$ cat src/rtl/rf_wb_ctrl.sv
// Register-file write-port controller: merges ALU (port A) and buffered load/muldiv (port B)
// writebacks onto one registered write port and tracks pending destinations. Optional: RF_BYPASS_EN.
module rf_wb_ctrl #(
    parameter int unsigned FIFO_DEPTH = 4,
    parameter int unsigned STARVE_MAX = 3
) (
    input  logic        clk,
    input  logic        resetn,
    input  logic        issue_valid,
    input  logic [4:0]  issue_dest,
    output logic        issue_ready,
    input  logic [4:0]  raddr1,
    input  logic [4:0]  raddr2,
    output logic        hazard1,
    output logic        hazard2,
    input  logic        a_valid,
    output logic        a_ready,
    input  logic [4:0]  a_addr,
    input  logic [31:0] a_data,
    input  logic        b_valid,
    output logic        b_ready,
    input  logic [4:0]  b_addr,
    input  logic [31:0] b_data,
    output logic        rf_we,
    output logic [4:0]  rf_waddr,
    output logic [31:0] rf_wdata
`ifdef RF_BYPASS_EN
    ,
    output logic        fwd1,
    output logic        fwd2,
    output logic [31:0] fwd_data
`endif
);

    localparam int unsigned AW = $clog2(FIFO_DEPTH);
    localparam int unsigned SW = (STARVE_MAX < 1) ? 1 : $clog2(STARVE_MAX + 1);
    localparam logic [AW:0]   DEPTH_C  = (AW + 1)'(FIFO_DEPTH);
    localparam logic [SW-1:0] STARVE_C = SW'(STARVE_MAX);

    logic [4:0]    fifo_addr [FIFO_DEPTH];
    logic [31:0]   fifo_data [FIFO_DEPTH];
    logic [AW-1:0] rd_ptr, wr_ptr;
    logic [AW:0]   count;
    logic [SW-1:0] starve_cnt;
    logic [31:0]   pend;
    logic [31:0]   pend_nxt;

    logic        empty, full, push, pop, force_b, a_win, win;
    logic [4:0]  win_addr;
    logic [31:0] win_data;
    logic        clr_en;
    logic [4:0]  clr_addr;
    logic        set_en;

    assign empty   = (count == '0);
    assign full    = (count == DEPTH_C);
    assign b_ready = !full;
    assign push    = b_valid && !full;

    assign force_b = !empty && (starve_cnt == STARVE_C);
    assign a_ready = !force_b;
    assign a_win   = a_valid && !force_b;
    assign pop     = !empty && !a_win;
    assign win     = a_win || pop;

    always_comb begin
        win_addr = fifo_addr[rd_ptr];
        win_data = fifo_data[rd_ptr];
        if (a_win) begin
            win_addr = a_addr;
            win_data = a_data;
        end
    end

    assign hazard1     = (raddr1 != '0) && pend[raddr1];
    assign hazard2     = (raddr2 != '0) && pend[raddr2];
    assign issue_ready = (issue_dest == '0) || !pend[issue_dest];
    assign set_en      = issue_valid && issue_ready && (issue_dest != '0);

`ifdef RF_BYPASS_EN
    // Forwarding lets the pending bit drop as soon as the winner is accepted.
    assign clr_en   = win;
    assign clr_addr = win_addr;
    assign fwd1     = rf_we && (rf_waddr == raddr1) && (raddr1 != '0);
    assign fwd2     = rf_we && (rf_waddr == raddr2) && (raddr2 != '0);
    assign fwd_data = rf_wdata;
`else
    assign clr_en   = rf_we;
    assign clr_addr = rf_waddr;
`endif

    // Set is applied after clear so a new producer wins a same-edge collision.
    always_comb begin
        pend_nxt = pend;
        if (clr_en)
            pend_nxt[clr_addr] = 1'b0;
        if (set_en)
            pend_nxt[issue_dest] = 1'b1;
        pend_nxt[0] = 1'b0;
    end

    always_ff @(posedge clk) begin
        if (push) begin
            fifo_addr[wr_ptr] <= b_addr;
            fifo_data[wr_ptr] <= b_data;
        end
    end

    always_ff @(posedge clk or negedge resetn) begin
        if (!resetn) begin
            rd_ptr     <= '0;
            wr_ptr     <= '0;
            count      <= '0;
            starve_cnt <= '0;
            pend       <= '0;
            rf_we      <= 1'b0;
            rf_waddr   <= '0;
            rf_wdata   <= '0;
        end else begin
            pend <= pend_nxt;
            if (push)
                wr_ptr <= wr_ptr + AW'(1);
            if (pop)
                rd_ptr <= rd_ptr + AW'(1);
            if (push && !pop)
                count <= count + (AW + 1)'(1);
            else if (pop && !push)
                count <= count - (AW + 1)'(1);

            if (pop)
                starve_cnt <= '0;
            else if (!empty && a_win)
                starve_cnt <= starve_cnt + SW'(1);

            if (win) begin
                rf_we    <= (win_addr != '0);
                rf_waddr <= win_addr;
                rf_wdata <= win_data;
            end else begin
                rf_we <= 1'b0;
            end
        end
    end

endmodule

$ cat config.mk
export PLATFORM = sky130hd
export DESIGN_NAME = rf_wb_ctrl
export DESIGN_NICKNAME = d
export VERILOG_FILES = /design/src/rtl/rf_wb_ctrl.sv
export SDC_FILE = /design/constraint.sdc
export NUM_CORES = 1
export LEC_CHECK = 0
export CAP_MARGIN = 40
export CORE_ASPECT_RATIO = 0.5
export CORE_MARGIN = 2
export CORE_UTILIZATION = 30
export CTS_CLUSTER_DIAMETER = 30
export CTS_CLUSTER_SIZE = 40
export DETAILED_ROUTE_END_ITERATION = 8
export HOLD_SLACK_MARGIN = 0.02
export SLEW_MARGIN = 20
export SYNTH_ARGS = -nofsm -noshare
export SYNTH_HDL_FRONTEND = slang
export SYNTH_SLANG_ARGS = --single-unit
$ cat constraint.sdc
create_clock -name clk -period 6 [get_ports clk]
set_clock_uncertainty 0.2 [all_clocks]
set_input_delay 1.5 -clock clk [delete_from_list [all_inputs] [get_ports clk]]
set_output_delay 1.5 -clock clk [all_outputs]
set_load 0.1 [all_outputs]
==> qor.txt <==
status - finished clean
CP endpoint kind - primary output
r2r setup slk - 3430 ps
period utilisation layout - 91.9%
RSZ-0062 raised after global routing - false
vias - 5898
worst slew margin relative to its limit - 49.5%
Max FO, Critical Path - 9
Hold Buf Count CTS - 0
Mapped Nets - 681
sequential area share after synthesis - 66.6%
Period minus WS final - 5510 ps
worst hold stages - 2
nets - 876
cts bufs inserted - 37
Synth top area share - 46.2%
Final ANT Viol Nets - 0
Final Cell Area - 0.0137 mm2
mapped cell area - 0.00961 mm2
die height - 131 um
detailed-router iteration count before antenna repair - 4
Ports - 137
Chip Width - 257 um
layout cells sized above 1 - 24.0%
Synth area leaders - edfxtp_1 (46%), dfrtp_1 (20%), mux4_2 (15%)
Slew Limit Fails - 0
min-delay src - rf_wdata[15]$_DFFE_PN0P_
Avg Cell Area, Syn - 16.6 um2
HPWL after detailed placement - 16400 um
Critical Path AT - 3810 ps
WS Path Type - primary input to primary output
# DRC - 0
row count - 46
number of antenna repair diodes - 0
DR vias/cell - 4.78
Max H-tree Level - 2
initial core utilization - 30.4%
number of synthesized flops with an enable pin - 148
Area Overhead vs Synth - 42.5%
r2r endpoint - rf_wdata[1]$_DFFE_PN0P_
clk sink count - 226
leading area contributor after synthesis - edfxtp_1
total wire length - 23600 um
core area - 0.0316 mm2
first-pass GRT wire length - 36500 um
Clk Latency, worst-skew pair - 520 ps
Clock Tree Root - clkbuf_16
post-cts resize count - 0
R2R cell count - 4
worst slew pin tran - 758 ps
GRT Util Overall - 14.2%
CTS tree - yes
Avg WL per Cell - 19.1 um
post-synthesis register bit count - 226
HP Class - flip-flop to flip-flop
r2r startpoint - rd_ptr[0]$_DFFE_PN0P_
first-iteration detailed-routing DRC count - 417
Setup TNS - 0 ps
initial antenna violation count - 0
deepest clock path buffer count - 3
top cells by instance count after synthesis - edfxtp_1 (148), o21ai_0 (97), dfrtp_1 (78)
Mapped Cells - 580
Setup Viol. Count Final - 0
unique cell type count in the Yosys netlist - 36
WP data required - 4300 ps
gpl congestion - 0.851
most common cell in the netlist - edfxtp_1
GRT Residual Overflow - 0
IO buf count - 136
setup bufs post-CTS - 0
placed cell area - 0.0124 mm2
pin count of the biggest net entering global routing - 66
die area - 0.0336 mm2
Clock transition at path regs - 50 ps
Lkg Pwr - 4.98 nW
Worst setup SP type - primary input
prevailing post-synth register cell - edfxtp_1
f_max - 0.181 GHz
PD cells - 599 mW/mm2
Final Hold Viols - 0
number of global-route vias before repair - 6200
warnings from Yosys - 0
# Max-Cap Violations - 0
maximum vdd drop - 0.336 mV
Synth async-reset ratio - 34.5%
Hold EP - rf_wdata[15]$_DFFE_PN0P_
## critical path, stage by stage
cell	delay (ps)
clkdlybuf4s50_1	600
buf_4	240
mux4_2	530
mux4_2	460
mux2i_1	260
buf_12	220
## state kept, by name (all words and copies together) (netlist names)
| signal | count |
|---|---|
| starve_cnt | 2 |
| rd_ptr | 2 |
| rf_we | 1 |
| rf_waddr | 5 |
| fifo_addr | 20 |
| pend | 31 |
| wr_ptr | 2 |
| count | 3 |
| fifo_data | 128 |
| rf_wdata | 32 |
## worst max-delay path by stage
stage / start / to / slack (ps) / cells after the start
global placement: issue_dest[0] / issue_ready / 460 / 6
global route: raddr2[0] / hazard2 / 360 / 5
floorplan: issue_dest[1] / issue_ready / 140 / 4
detailed placement: raddr1[0] / hazard1 / 460 / 5
CTS: raddr1[0] / hazard1 / 460 / 5
finish: issue_dest[0] / issue_ready / 490 / 6
## power by group
group	internal, mW	switching, mW	total (mW)
Sequential	2.16	0.376	2.53
Combinational	1.54	1.99	3.53
Clock	1.41	0.733	2.14
Total	5.10	3.10	8.20
## layout by cell type (no fill, tap or decap), types with 7 or more instances in the layout
cell type	n
edfxtp_1	148
mux4_2	64
nand2_1	44
dfrtp_1	77
o21ai_0	97
buf_8	21
buf_16	21
buf_12	7
mux2i_1	42
nor2_1	9
clkdlybuf4s50_1	132
nand3b_1	7
clkbuf_16	38
## per-stage QoR
| step | setup slack [ps] | utilization, % | std cells | hold slack [ps] | power [mW] |
|---|---|---|---|---|---|
| 6_report | 487 | 43.3 | 1235 | 278 | 8.20 |
| 4_1_cts | 459 | 43.3 | 1235 | 279 | 8.29 |
| 5_1_grt | 358 | 43.3 | 1235 | 298 | 8.56 |
| 3_5_place_dp | 461 | 39.3 | 1168 | 269 | 6.12 |
| 3_3_place_gp | 459 | 36.2 | 1122 | 262 | 5.38 |
| 2_1_floorplan | 140 | - | 580 | 254 | 4.56 |
## routing by layer
metal | track usage (%) | wire [um] | vias to the layer above
li1 | - | - | 2687
met1 | 17.0 | 9550 | 3056
met2 | 26.3 | 12700 | 126
met3 | 2.82 | 916 | 29
met4 | 4.48 | 392 | 0
met5 | 0 | 0 | -
## area by class of cell
type | count | area [um2]
Tap cell | 432 | 541
Timing Repair Buffer | 187 | 2400
Fill cell | 2746 | 17900
Clock buffer | 45 | 997
Multi-Input combinational cell | 318 | 3060
Inverter | 5 | 18.8
Clock inverter | 22 | 279
Sequential cell | 226 | 6400
## cells by family (layout without fill, tap and decap cells)
family | Yosys count | in the layout | synth area share (%)
mux | 110 | 110 | 19.8
buf+inv | 36 | 259 | 1.72
simple gates | 90 | 90 | 4.75
flops | 226 | 226 | 66.6
xor+xnor | 6 | 6 | 0.547
compound gates | 105 | 105 | 5.60
fa+ha+maj | 7 | 7 | 0.989
(Power assumes the default switching activity.)
